===== config.mk =====
export PLATFORM = sky130hd
export DESIGN_NAME = task_15_pwm_driver
export DESIGN_NICKNAME = d
export VERILOG_FILES = /design/src/rtl/task_15_pwm_pkg.sv /design/src/rtl/task_15_pwm_deadband.sv /design/src/rtl/task_15_pwm_driver.sv
export SDC_FILE = /design/constraint.sdc
export NUM_CORES = 1
export LEC_CHECK = 0
export CELL_PAD_IN_SITES_DETAIL_PLACEMENT = 1
export CELL_PAD_IN_SITES_GLOBAL_PLACEMENT = 1
export CORE_MARGIN = 5
export CORE_UTILIZATION = 40
export CTS_BUF_LIST = sky130_fd_sc_hd__clkbuf_8
export DETAILED_ROUTE_END_ITERATION = 10
export PLACE_DENSITY = 0.9
export RECOVER_POWER = 50
export SLEW_MARGIN = 30
export SYNTH_ARGS = -nofsm -noshare
export SYNTH_HDL_FRONTEND = slang
export SYNTH_HIERARCHICAL = 1
export SYNTH_SLANG_ARGS = --single-unit
export TNS_END_PERCENT = 30

===== constraint.sdc =====
create_clock -name clk -period 4.8 [get_ports clk]
set_input_delay 0.48 -clock clk [delete_from_list [all_inputs] [get_ports clk]]
set_output_delay 0.48 -clock clk [all_outputs]
set_load 0.03 [all_outputs]

===== src/rtl/task_15_pwm_pkg.sv =====
// ============================================================================
// Module  : task_15_pwm_pkg
// Purpose : Shared types and constants for the task_15 PWM driver.
// Rev     : 1.0  initial release
// ============================================================================
`default_nettype none

package task_15_pwm_pkg;

    typedef enum logic [1:0] {
        IDLE  = 2'd0,
        ARMED = 2'd1,
        RUN   = 2'd2
    } state_t;

    typedef logic signed [15:0] fix16_en14_t;

    localparam fix16_en14_t c_SAT_MAX_DEF = 16'sh3FFF;
    localparam fix16_en14_t c_SAT_MIN_DEF = 16'shC000;
    localparam int          c_DIFF_W      = 17;

endpackage

`default_nettype wire


===== src/rtl/task_15_pwm_deadband.sv =====
// ============================================================================
// Module  : task_15_pwm_deadband
// Purpose : Delays rising edges of one gate request by DEADTIME clocks;
//           falling edges pass straight through.
// Rev     : 1.0  initial release
// ============================================================================
`default_nettype none

module task_15_pwm_deadband #(
    parameter int DEADTIME = 4
) (
    input  logic clk,
    input  logic reset_x_n,
    input  logic i_en,
    input  logic i_req,
    output logic o_gate
);

    localparam int              c_W      = $clog2(DEADTIME + 1);
    localparam logic [c_W-1:0]  c_RELOAD = c_W'(DEADTIME - 1);

    logic           r_prev;
    logic [c_W-1:0] r_cnt;
    logic           w_rise;

    assign w_rise = i_req & ~r_prev;

    always_ff @(posedge clk or negedge reset_x_n) begin
        if (!reset_x_n) begin
            r_prev <= 1'b0;
            r_cnt  <= '0;
        end else if (i_en) begin
            r_prev <= i_req;
            if (w_rise) begin
                r_cnt <= c_RELOAD;
            end else if (r_cnt != '0) begin
                r_cnt <= r_cnt - c_W'(1);
            end
        end
    end

    // Gate opens only once the request has been held through the full delay.
    assign o_gate = i_req & r_prev & (r_cnt == '0);

endmodule

`default_nettype wire


===== src/rtl/task_15_pwm_driver.sv =====
// ============================================================================
// Module  : task_15_pwm_driver
// Purpose : Saturating duty mapper and double-buffered complementary PWM.
//           Optional dead band enabled by TASK_15_PWM_DEADTIME_EN.
// Rev     : 1.0  initial release
// ============================================================================
`default_nettype none

module task_15_pwm_driver
    import task_15_pwm_pkg::*;
#(
    parameter int          CNT_W    = 10,
    parameter fix16_en14_t SAT_MAX  = c_SAT_MAX_DEF,
    parameter fix16_en14_t SAT_MIN  = c_SAT_MIN_DEF,
    parameter int          DEADTIME = 4
) (
    input  logic             clk,
    input  logic             reset_x_n,
    input  logic             enb,
    input  logic [15:0]      y_in,
    input  logic             y_valid,
    input  logic             kill,
    output logic             pwm_h,
    output logic             pwm_l,
    output logic             period_start,
    output logic [CNT_W-1:0] duty_o,
    output logic [7:0]       sat_cnt
);

    localparam logic [CNT_W-1:0] c_CNT_MAX = '1;
    localparam int               c_SHIFT   = 16 - 1 - CNT_W;

    state_t                     r_state;
    logic [CNT_W-1:0]           r_cnt;
    logic [CNT_W-1:0]           r_duty_pend;
    logic [CNT_W-1:0]           r_duty_act;
    logic                       r_req_h;
    logic                       r_req_l;
    logic                       r_period_start;
    logic [7:0]                 r_sat_cnt;

    fix16_en14_t                w_y;
    fix16_en14_t                w_sat;
    logic                       w_clip_hi;
    logic                       w_clip_lo;
    logic signed [c_DIFF_W-1:0] w_diff;
    logic [CNT_W-1:0]           w_duty_new;
    logic                       w_wrap;
    logic                       w_cmp;

    assign w_y        = y_in;
    assign w_clip_hi  = w_y > SAT_MAX;
    assign w_clip_lo  = w_y < SAT_MIN;
    assign w_sat      = w_clip_hi ? SAT_MAX : (w_clip_lo ? SAT_MIN : w_y);
    assign w_diff     = c_DIFF_W'(w_sat) - c_DIFF_W'(SAT_MIN);
    assign w_duty_new = CNT_W'(w_diff >>> c_SHIFT);
    assign w_wrap     = (r_cnt == c_CNT_MAX);
    assign w_cmp      = (r_cnt < r_duty_act);

    always_ff @(posedge clk or negedge reset_x_n) begin
        if (!reset_x_n) begin
            r_state        <= IDLE;
            r_cnt          <= '0;
            r_duty_pend    <= '0;
            r_duty_act     <= '0;
            r_req_h        <= 1'b0;
            r_req_l        <= 1'b0;
            r_period_start <= 1'b0;
            r_sat_cnt      <= '0;
        end else if (enb) begin
            r_cnt          <= r_cnt + {{(CNT_W-1){1'b0}}, 1'b1};
            r_period_start <= w_wrap;
            if (kill) begin
                r_state     <= IDLE;
                r_req_h     <= 1'b0;
                r_req_l     <= 1'b0;
                r_duty_pend <= '0;
                r_duty_act  <= '0;
            end else begin
                r_req_h <= (r_state == RUN) &&  w_cmp;
                r_req_l <= (r_state == RUN) && !w_cmp;
                // Shadow load takes the pending value from before this edge.
                if (w_wrap) begin
                    r_duty_act <= r_duty_pend;
                end
                if (y_valid) begin
                    r_duty_pend <= w_duty_new;
                    if ((w_clip_hi || w_clip_lo) && (r_sat_cnt != 8'hFF)) begin
                        r_sat_cnt <= r_sat_cnt + 8'd1;
                    end
                end
                case (r_state)
                    IDLE:    if (y_valid) r_state <= ARMED;
                    ARMED:   if (w_wrap)  r_state <= RUN;
                    default: r_state <= r_state;
                endcase
            end
        end
    end

    if (DEADTIME < 1) begin : g_deadtime_chk
        $error("DEADTIME must be at least 1");
    end

`ifdef TASK_15_PWM_DEADTIME_EN
    task_15_pwm_deadband #(.DEADTIME(DEADTIME)) u_db_h (
        .clk       (clk),
        .reset_x_n (reset_x_n),
        .i_en      (enb),
        .i_req     (r_req_h),
        .o_gate    (pwm_h)
    );

    task_15_pwm_deadband #(.DEADTIME(DEADTIME)) u_db_l (
        .clk       (clk),
        .reset_x_n (reset_x_n),
        .i_en      (enb),
        .i_req     (r_req_l),
        .o_gate    (pwm_l)
    );
`else
    assign pwm_h = r_req_h;
    assign pwm_l = r_req_l;
`endif

    assign period_start = r_period_start;
    assign duty_o       = r_duty_act;
    assign sat_cnt      = r_sat_cnt;

endmodule

`default_nettype wire


==> flow_summary.yaml <==
logic_synthesis:
  ys_types: 37
  syn_inst: 196
  yosys_warnings: 6
  async_reset_ff_frac: 1.000
  synth.avg_cell_area_um2: 10.60
  synth-main-ff-cell: "dfrtp_1"
  syn-cell-area_um2: 2078
  yosysSeqAreaShare: 0.5178
  ys_ff_latch: 43
  synth-edff-count: 0
  syn_nets: 228
timing:
  clock.fmax_mhz: 413.3
  fin_crit_sh: 0.5040
  worst_pin_slew_ns: 2.275
  hold_violations: 0
  fin_setup_tns_ns: 0
  min_period_ns: 2.419
  rsz0062_at_grt: "no"
  max_slew_margin: -0.5164
  setup_viol_count_final: 0
  drv_slew: 44
  fin_skew_ns: 0.005753
cts:
  post_cts_buffers: 0
  cts_buffer_depth: 2
  cts_max_level: 2
  cts_tree: "yes"
  clkSinkCount: 43
  cts_root_buf: "clkbuf_8"
  clk_pin_slew_ns: 0.07
  insertion_delay_ns: 0.29
  cts_hold_buffers: 0
  cts.repair.resized: 0
  cts_buffers: 5
power:
  power.density_nw_per_um2: 389.5
  leakage_nw: 1.159
  ir_worst_vdd_v: 0.0002504
critical_path:
  startpoint: "enb"
  crit_path_max_incr_delay_ns: 0.98
  worst_ep_required_time_ns: 4.97
  end_kind: "flop"
  path_class: "input port to flop"
  path_max_fanout: 18
  crit_buf_inv: 1
  cp.depth: 5
  rr_endpoint: "duty_o[5]"
  startpoint_type: "input port"
  path_cells: "dlygate4sd3_1 -> nand3_1 -> or3_4 -> a21boi_4 -> a22o_1"
  ff2ff_path_depth: 5
  r2r_setup_slack_ns: 2.99
  endpoint: "duty_o[5]"
  reg2reg_from: "r_cnt[1]"
  critical-path-top-delay-family: "buffers and inverters"
  cp_slowest_cell: "dlygate4sd3_1"
  critPathArrivalTime_ns: 2.59
floorplanning:
  coreArea_um2: 5075
  die_h_um: 82.08
  fp.dieW_um: 82.08
  start_util: 0.4095
  fp-row-count: 26
  die-area_um2: 6737
  io_pins: 42
drt:
  vias: 1611
  avgRoutedWirePerCell_um: 16.36
  drt_pass1_iterations: 4
  via_per_inst: 5.265
  postRouteAntennaNets: 0
  remaining_drc_errors: 0
  finalWirelength_um: 5005
  drt_iter0_markers: 50
final_layout:
  syn2layout_area_growth_pct: 24.50
  layoutNonFillerInstCount: 306
  layout-drive-gt1-share: 0.05932
  fin_nets: 267
  fillerInstances: 580
  diodes: 0
global_route:
  grt_pass1_vias: 1762
  grt_usage: 0.1685
  grt_pass1_wl_um: 8528
  grt_max_degree: 44
  overflow: 0
  antenna_found_initial: 0
outcome:
  status: "complete, but fails checks"
  violations: "max-capacitance violations, max-slew violations"
hold_path:
  hold_depth: 2
  hp-start: "r_duty_pend[8]"
  hold_class: "flop to flop"
placement:
  hpwl_um: 3711
  io_buffers: 36
  placed_cells: 298
  place.gp.congestion: 0.8055
run:
  cap_violations: 1
[sequential cells by signal, summed over array words and instances (netlist names)]
name,count
r_duty_pend,10
sat_cnt,8
r_cnt,10
duty_o,10
pwm_l,1
pwm_h,1
r_state,2
period_start,1
[worst min-delay path by stage]
| stage | to | slack (ns) |
|---|---|---|
| 6_report | r_duty_pend[8] | 0.48 |
| 2_1_floorplan | duty_o[0] | 0.18 |
| 4_1_cts | sat_cnt[4] | 0.37 |
| 3_5_place_dp | r_duty_pend[5] | 0.47 |
| 3_3_place_gp | r_duty_pend[0] | 0.46 |
| 5_1_grt | r_duty_pend[3] | 0.52 |
[power breakdown]
| part | switching (W) | internal [W] | total, W |
|---|---|---|---|
| combinational | 0.000151 | 0.000124 | 0.000275 |
| sequential | 0.0000719 | 0.000415 | 0.000487 |
| clock | 0.000117 | 0.000129 | 0.000246 |
| total | 0.000339 | 0.000669 | 0.00101 |
[kinds of logic after synthesis]
kind of cell / share of synthesized area
buffers and inverters: 0.04033
and+or+nand+nor: 0.1559
DFF: 0.5178
AOI/OAI and AO/OA: 0.1415
muxes: 0.01084
adders and majority gates: 0.06622
xor gates and xnor gates: 0.06743
[layer usage]
layer / up-vias / track usage / share of wire
li1: 764 / - / -
met1: 816 / 0.2008 / 0.42
met2: 23 / 0.2924 / 0.52
met3: 8 / 0.04934 / 0.037
met4: 0 / 0.04983 / 0.017
met5: - / 0 / 0
[area by class of cell]
type / instances / area [um^2] / area share
Sequential cell: 43 / 1076 / 0.4159
Multi-Input combinational cell: 134 / 913.4 / 0.3530
Timing Repair Buffer: 36 / 354.1 / 0.1368
Clock buffer: 7 / 96.34 / 0.03723
Tap cell: 70 / 87.58 / 0.03385
Inverter: 15 / 56.30 / 0.02176
Clock inverter: 1 / 3.754 / 0.001451
[cells in the final DEF (no fill, tap or decap), types with 2 or more instances in the layout]
cell type / netlist / routed
dfrtp_1: 43 / 43
clkdlybuf4s50_1: 0 / 31
nand2_1: 18 / 18
inv_1: 15 / 16
nor2_1: 14 / 14
o21ai_0: 11 / 11
ha_1: 11 / 11
a22o_1: 10 / 10
xor2_1: 9 / 9
nand3_1: 7 / 8
xnor2_1: 7 / 7
clkbuf_8: 0 / 7
nand4_1: 6 / 6
nor3_1: 6 / 6
a21oi_1: 6 / 6
dlygate4sd3_1: 0 / 4
o22ai_1: 3 / 3
nand2b_1: 3 / 3
nor2b_1: 2 / 2
or3_1: 2 / 2
mux2_2: 2 / 2
o21a_1: 2 / 2
[stage by stage]
stage                       util  power (W)  instance area [um^2]  hold WS [ns]  setup WS, ns
after global placement    0.4914  0.0007463                  2494        0.4621         2.185
after detailed placement  0.4914  0.0007708                  2494        0.4742         2.169
final                     0.5099   0.001008                  2587        0.4842         2.381
after CTS                 0.5111   0.001020                  2594        0.3693         2.483
after global routing      0.5099   0.001077                  2587        0.5248         2.112
after floorplan                -  0.0006564                  2078        0.1844         3.121
[worst register-to-register path: stages, from the launching register on]
cell and delay (ns):
dfrtp_1 0.41, ha_1 0.24, nand3_1 0.11, or3_4 0.45
a21boi_4 0.20, a22o_1 0.29
[cell usage after synthesis, drive strengths merged (2+ instances only)]
master | n | area, um^2
or3 | 3 | 23.77
mux2 | 2 | 22.52
nor2 | 15 | 63.81
nand4 | 6 | 37.54
dfrtp | 43 | 1076
o21a | 2 | 15.01
o22ai | 3 | 18.77
nand2 | 18 | 67.56
ha | 11 | 137.6
nor3 | 6 | 30.03
nand3 | 9 | 55.05
nor2b | 2 | 12.51
a22o | 10 | 87.58
inv | 15 | 56.30
a21oi | 6 | 30.03
o21ai | 12 | 60.05
xnor2 | 7 | 61.31
nand2b | 3 | 18.77
xor2 | 9 | 78.83
buf | 3 | 23.77
Note: power is estimated with default switching activity, not from simulation.
